## config.mk

```make
export PLATFORM = sky130hd
export DESIGN_NAME = dtw_in_feeder
export DESIGN_NICKNAME = d
export VERILOG_FILES = /design/src/rtl/dtw_feed_pkg.sv /design/src/rtl/dtw_feed_fifo.sv /design/src/rtl/dtw_in_feeder.sv
export SDC_FILE = /design/constraint.sdc
export NUM_CORES = 1
export LEC_CHECK = 0
export ABC_CLOCK_PERIOD_IN_PS = 4100
export BUFFER_PORTS_ARGS = -buffer_cell sky130_fd_sc_hd__buf_2
export CORE_UTILIZATION = 56
export CTS_CLUSTER_SIZE = 10
export DETAILED_ROUTE_END_ITERATION = 8
export PLACE_DENSITY = 0.74
export SLEW_MARGIN = 20
export SYNTH_ARGS = -nofsm -noshare
export SYNTH_HDL_FRONTEND = slang
export SYNTH_SLANG_ARGS = --single-unit
```

## constraint.sdc

```tcl
create_clock -name clk -period 4.1 [get_ports clk]
set_input_delay 0.615 -clock clk [delete_from_list [all_inputs] [get_ports clk]]
set_output_delay 0.615 -clock clk [all_outputs]
set_load 0.03 [all_outputs]
```

## src/rtl/dtw_feed_pkg.sv

```systemverilog
// Shared defaults and sample type for the DTW input feeder.
package dtw_feed_pkg;
  localparam int DW    = 32;
  localparam int DEPTH = 16;
  localparam int PTR_W = $clog2(DEPTH);

  typedef logic signed [DW-1:0] dtw_sample_t;
endpackage

```

## src/rtl/dtw_feed_fifo.sv

```systemverilog
// One show-ahead feeder channel: head word is combinational, pop on the request edge.
// Sticky ovf/unf flags exist only when DTW_FEED_ERR_EN is defined.
module dtw_feed_fifo #(
  parameter int DW    = dtw_feed_pkg::DW,
  parameter int DEPTH = dtw_feed_pkg::DEPTH
) (
  input  logic          clk_i,
  input  logic          rst_i,
  input  logic          wr_en_i,
  input  logic [DW-1:0] wr_data_i,
  input  logic          rd_req_i,
  input  logic          clr_err_i,
  output logic [DW-1:0] head_o,
  output logic          full_o,
  output logic          empty_o,
  output logic          ovf_o,
  output logic          unf_o
);
  import dtw_feed_pkg::*;

  localparam int          AW       = $clog2(DEPTH);
  localparam logic [AW:0] CNT_FULL = (AW+1)'(DEPTH);

  logic [DW-1:0] mem_q [DEPTH];
  logic [AW-1:0] wptr_q, rptr_q;
  logic [AW:0]   cnt_q, cnt_d;
  logic          full_q, empty_q;
  logic          do_wr, do_rd;

  // A pop frees a slot in the same cycle, so a full channel still accepts a write.
  assign do_rd = rd_req_i & ~empty_q;
  assign do_wr = wr_en_i & (~full_q | do_rd);
  assign cnt_d = cnt_q + (AW+1)'(do_wr) - (AW+1)'(do_rd);

  always_ff @(posedge clk_i) begin
    if (rst_i) begin
      wptr_q  <= '0;
      rptr_q  <= '0;
      cnt_q   <= '0;
      full_q  <= 1'b0;
      empty_q <= 1'b1;
    end else begin
      if (do_wr) wptr_q <= wptr_q + AW'(1);
      if (do_rd) rptr_q <= rptr_q + AW'(1);
      cnt_q   <= cnt_d;
      full_q  <= (cnt_d == CNT_FULL);
      empty_q <= (cnt_d == '0);
    end
  end

  always_ff @(posedge clk_i) begin
    if (do_wr && !rst_i) mem_q[wptr_q] <= wr_data_i;
  end

  assign head_o  = empty_q ? '0 : mem_q[rptr_q];
  assign full_o  = full_q;
  assign empty_o = empty_q;

`ifdef DTW_FEED_ERR_EN
  logic ovf_q, unf_q;
  logic ovf_evt, unf_evt;

  assign ovf_evt = wr_en_i & full_q & ~do_rd;
  assign unf_evt = rd_req_i & empty_q;

  // A new event on the clear cycle keeps the flag set.
  always_ff @(posedge clk_i) begin
    if (rst_i) begin
      ovf_q <= 1'b0;
      unf_q <= 1'b0;
    end else begin
      ovf_q <= (ovf_q & ~clr_err_i) | ovf_evt;
      unf_q <= (unf_q & ~clr_err_i) | unf_evt;
    end
  end

  assign ovf_o = ovf_q;
  assign unf_o = unf_q;
`else
  logic unused_clr;
  assign unused_clr = clr_err_i;
  assign ovf_o      = 1'b0;
  assign unf_o      = 1'b0;
`endif
endmodule

```

## src/rtl/dtw_in_feeder.sv

```systemverilog
// Three-channel show-ahead input buffer feeding the DTW processor in0/in1/in2 ports.
// Define DTW_FEED_ERR_EN to enable the sticky ovf/unf flags and clr_err.
module dtw_in_feeder #(
  parameter int DW    = dtw_feed_pkg::DW,
  parameter int DEPTH = dtw_feed_pkg::DEPTH
) (
  input  logic                 clk,
  input  logic                 rst_geral,
  input  logic [2:0]           wr_en,
  input  logic signed [DW-1:0] wr_data0,
  input  logic signed [DW-1:0] wr_data1,
  input  logic signed [DW-1:0] wr_data2,
  input  logic [2:0]           req_in,
  output logic signed [DW-1:0] in0,
  output logic signed [DW-1:0] in1,
  output logic signed [DW-1:0] in2,
  output logic [2:0]           full,
  output logic [2:0]           empty,
  output logic [2:0]           ovf,
  output logic [2:0]           unf,
  input  logic                 clr_err
);
  import dtw_feed_pkg::*;

  logic [2:0][DW-1:0] wdata, head;

  assign wdata[0] = wr_data0;
  assign wdata[1] = wr_data1;
  assign wdata[2] = wr_data2;

  for (genvar k = 0; k < 3; k++) begin : g_ch
    dtw_feed_fifo #(.DW(DW), .DEPTH(DEPTH)) u_fifo (
      .clk_i     (clk),
      .rst_i     (rst_geral),
      .wr_en_i   (wr_en[k]),
      .wr_data_i (wdata[k]),
      .rd_req_i  (req_in[k]),
      .clr_err_i (clr_err),
      .head_o    (head[k]),
      .full_o    (full[k]),
      .empty_o   (empty[k]),
      .ovf_o     (ovf[k]),
      .unf_o     (unf[k])
    );
  end

  assign in0 = head[0];
  assign in1 = head[1];
  assign in2 = head[2];
endmodule

```

==> results_tabular.tex <==
\begin{tabular}{lr}
\hline
Metric & Value \\
\hline
\multicolumn{2}{l}{\textbf{STA}} \\
Slew @ Worst Pin & 1125 ps \\
Final worst clock skew & 28.81 ps \\
Hold Fails Final Rpt & 0 \\
Time the worst path needs with I/O delays and setup & 3911 ps \\
Final worst slack & 188.5 ps \\
Number of endpoints failing setup at the final stage & 0 \\
Max-slew violation count & 0 \\
Slew margin rel. & 0.2498 \\
Period Utilization, post-route & 0.9540 \\
Highest Clock Rate & 255.7 MHz \\
Setup tns final & 0 ps \\
Setup repair after global routing missed its margin & no \\
Final hold slack & 208.4 ps \\
\multicolumn{2}{l}{\textbf{Pwr}} \\
Total power per unit cell area & 553.6 nW/um\^{}2 \\
Power Total & 0.03909 W \\
Worst voltage drop across the vdd grid & 458.2 uV \\
Lkg Pwr & 22.87 nW \\
\multicolumn{2}{l}{\textbf{Synth}} \\
Proportion of synthesized area in mux cells & 0.1264 \\
Ys Warns & 0 \\
Post-synthesis share of cell area spent on and, or, nand and nor gates & 0.02437 \\
Combinational family with the most area after synthesis & multiplexers \\
Fraction of synthesis flops using an asynchronous set or reset pin & 0 \\
Instance count of the mapped netlist & 3465 \\
Post-synthesis sequential element count & 1593 \\
Post-synthesis average cell area & 17.93 sq um \\
XOR/XNOR Fraction of Synth Area & 0.003948 \\
Fraction of the yosys area taken by sequential cells & 0.7609 \\
Adder-cell area share of the yosys netlist & 0.007010 \\
Area fraction in compound gates after synthesis & 0.05501 \\
Post-synth top flop & sky130\_fd\_sc\_hd\_\_edfxtp\_1 \\
Mapped Area & 62110 sq um \\
Number of flops mapped to enable cells by yosys & 1536 \\
Cell variety after synth & 49 \\
\multicolumn{2}{l}{\textbf{Detailed routing}} \\
Vias per std cell & 6.061 \\
Wire length after detailed routing & 134500 um \\
Average wire per standard cell & 25.39 um \\
DRC Markers & 0 \\
Post-route ant nets & 0 \\
First-pass iteration count of the detailed router & 5 \\
Via count & 32110 \\
Starting DRT DRC Count & 3422 \\
\multicolumn{2}{l}{\textbf{Layout}} \\
Area growth from synthesis to layout & 13.69\% \\
Post-layout nets & 3900 \\
Number of filler instances in the final layout & 7324 \\
Share of cells above drive strength 1 & 0.1619 \\
\multicolumn{2}{l}{\textbf{Placement}} \\
Detailed-placement wirelength estimate & 72770 um \\
Number of buffer cells added on primary ports & 205 \\
Routability-driven placement congestion ratio & 0.7570 \\
Post-placement worst setup slack & 925.4 ps \\
\multicolumn{2}{l}{\textbf{Worst setup path}} \\
Worst Path Class, Setup & flop to output pin \\
Required arrival time at the worst endpoint & 3480 ps \\
Buf/Inv on CP & 2 \\
Critical path cell sequence & nor2b\_4, buf\_4, a22oi\_1, nand3\_1, o21ai\_1, buf\_2 \\
Crit-path max FO & 30 \\
Worst Path Arrival & 3300 ps \\
Reg2reg path depth & 5 \\
Cell family with most CP delay & simple AND/OR/NAND/NOR gates \\
Startpoint class of the critical path & flop \\
CP Capture Type & output pin \\
Worst-path cell with the longest stage delay & sky130\_fd\_sc\_hd\_\_nor2b\_4 \\
Logic depth of the worst path, buffers included & 6 \\
Crit-path max cell delay & 890 ps \\
\multicolumn{2}{l}{\textbf{Clock network}} \\
Post-cts sizing count & 0 \\
Maximum buffer depth of the clock tree & 3 \\
H-tree lvl count & 4 \\
Clock buffer count from CTS & 178 \\
Count of buffers added by post-CTS timing repair for setup & 0 \\
Number of buffers inserted for hold repair after clock tree synthesis & 0 \\
Total clock sinks & 1593 \\
Clock transition at the register clock pins on the worst setup and hold paths after CTS & 60 ps \\
Clock latency at the later pin of the worst-skew pair & 780 ps \\
CTS root buffer & sky130\_fd\_sc\_hd\_\_clkbuf\_16 \\
Clock tree from TritonCTS & yes \\
\multicolumn{2}{l}{\textbf{Die}} \\
Die area & 112300 sq um \\
Starting density of the core & 0.5675 \\
Row count & 121 \\
Core footprint & 109500 sq um \\
Die height & 335.0 um \\
Total I/O pin count & 213 \\
Die Span X & 335.0 um \\
\multicolumn{2}{l}{\textbf{Min path}} \\
Class of the most critical hold timing path & input port to flop \\
Cell depth of the worst hold path & 1 \\
\multicolumn{2}{l}{\textbf{Job}} \\
Maxcap violations & 0 \\
\multicolumn{2}{l}{\textbf{Global route}} \\
Global-route usage over all layers & 0.2397 \\
Initial antenna violation count & 12 \\
Maximum number of pins on one net before global-route repair & 77 \\
Gr ovfl total & 0 \\
Number of global-route vias before repair & 32510 \\
Wire length of the first global-routing pass & 199400 um \\
\multicolumn{2}{l}{\textbf{Outcome}} \\
Result of the run & complete, no violations \\
\hline
\end{tabular}
cells in the mapped netlist, types with 30 or more instances:
| library cell | n | area share |
|---|---|---|
| sky130_fd_sc_hd__nor2_1 | 87 | 0.0053 |
| sky130_fd_sc_hd__buf_4 | 51 | 0.0062 |
| sky130_fd_sc_hd__nand2_1 | 158 | 0.0095 |
| sky130_fd_sc_hd__clkbuf_1 | 80 | 0.0048 |
| sky130_fd_sc_hd__ha_1 | 30 | 0.0060 |
| sky130_fd_sc_hd__mux4_2 | 36 | 0.013 |
| sky130_fd_sc_hd__a22oi_1 | 312 | 0.038 |
| sky130_fd_sc_hd__nand3_1 | 58 | 0.0047 |
| sky130_fd_sc_hd__dfxtp_1 | 57 | 0.018 |
| sky130_fd_sc_hd__edfxtp_1 | 1536 | 0.74 |
| sky130_fd_sc_hd__buf_6 | 32 | 0.0058 |
| sky130_fd_sc_hd__o21ai_1 | 86 | 0.0069 |
| sky130_fd_sc_hd__inv_1 | 35 | 0.0021 |
| sky130_fd_sc_hd__mux2i_1 | 701 | 0.11 |
layout by cell type (no fill, tap or decap), types with 5 or more instances in the layout:
cell and instances:
sky130_fd_sc_hd__mux4_2 36, sky130_fd_sc_hd__nor2_1 39, sky130_fd_sc_hd__nor2b_4 6, sky130_fd_sc_hd__buf_2 205, sky130_fd_sc_hd__conb_1 6, sky130_fd_sc_hd__clkbuf_1 38, sky130_fd_sc_hd__a21oi_1 6, sky130_fd_sc_hd__a221oi_1 27
sky130_fd_sc_hd__nor2b_1 8, sky130_fd_sc_hd__buf_12 51, sky130_fd_sc_hd__buf_4 60, sky130_fd_sc_hd__nand3_1 58, sky130_fd_sc_hd__a22oi_1 312, sky130_fd_sc_hd__diode_2 5, sky130_fd_sc_hd__dfxtp_1 54, sky130_fd_sc_hd__xor2_1 14
sky130_fd_sc_hd__xnor2_1 14, sky130_fd_sc_hd__inv_1 35, sky130_fd_sc_hd__o2111ai_1 9, sky130_fd_sc_hd__clkbuf_16 181, sky130_fd_sc_hd__mux2i_1 701, sky130_fd_sc_hd__o22ai_1 21, sky130_fd_sc_hd__ha_1 30, sky130_fd_sc_hd__nand2_1 158
sky130_fd_sc_hd__o21ai_1 86, sky130_fd_sc_hd__edfxtp_1 1536, sky130_fd_sc_hd__nor2_4 49
area by class of cell:
| cell class | count | area (sq um) | share of cell area |
|---|---|---|---|
| flip-flops and latches | 1593 | 47280 | 0.6695 |
| multi-input cells | 1638 | 13930 | 0.1972 |
| clock buffers | 220 | 4686 | 0.06635 |
| repair buffers | 316 | 2497 | 0.03537 |
| well taps | 1476 | 1847 | 0.02615 |
| clock inverters | 15 | 240.2 | 0.003402 |
| inverters | 35 | 131.4 | 0.001860 |
| diodes | 5 | 12.51 | 0.0001772 |
registers in the layout (all words and copies together) (netlist names), named ones only:
register             cells
g_ch.u_fifo.mem_q     1536
g_ch.u_fifo.cnt_q       15
g_ch.u_fifo.rptr_q      12
g_ch.u_fifo.wptr_q      12
g_ch.u_fifo.empty_o      3
g_ch.u_fifo.full_o       3
where the power goes:
part	leakage (nW)	internal (W)	switching, W
registers	14.3	0.0182	0.000283
clock network	2.39	0.00795	0.00587
logic	6.18	0.00259	0.00421
layer usage:
layer / track usage / vias to the layer above / wire (um)
met4: 0.07986 / 16 / 3379
met1: 0.3195 / 16320 / 53980
met3: 0.04094 / 251 / 9614
li1: - / 14300 / -
met5: 0 / - / 101
met2: 0.4021 / 1221 / 67440
cell families (layout without fill, tap and decap cells):
| family | count (synthesis) | after routing |
|---|---|---|
| multiplexers | 739 | 739 |
| XOR/XNOR | 28 | 28 |
| buffers and inverters | 239 | 586 |
| AND/OR/NAND/NOR | 349 | 349 |
| other | 1 | 11 |
| AO/OA/AOI/OAI | 483 | 483 |
| flip-flops | 1593 | 1593 |
| adder cells (fa/ha/maj) | 33 | 33 |
stage by stage:
stage	instances	util	cell area, sq um
4_1_cts	5293	0.6450	70600
3_5_place_dp	5058	0.6000	65680
6_report	5298	0.6451	70620
5_1_grt	5294	0.6451	70610
3_3_place_gp	5058	0.6000	65680
2_1_floorplan	3470	-	62130
worst paths after layout:
kind	startpoint	endpoint	slack (ps)
setup / recovery	flop	in0[0]	190
hold / removal	wr_data2[6]	g_ch[2].u_fifo.mem_q[14][6]	210
setup reg to reg	g_ch[1].u_fifo.empty_o	g_ch[1].u_fifo.mem_q[10][17]	1170
hold reg to reg	g_ch[1].u_fifo.rptr_q[3]	flop	520
No activity file was read; power rests on OpenSTA's default activity.
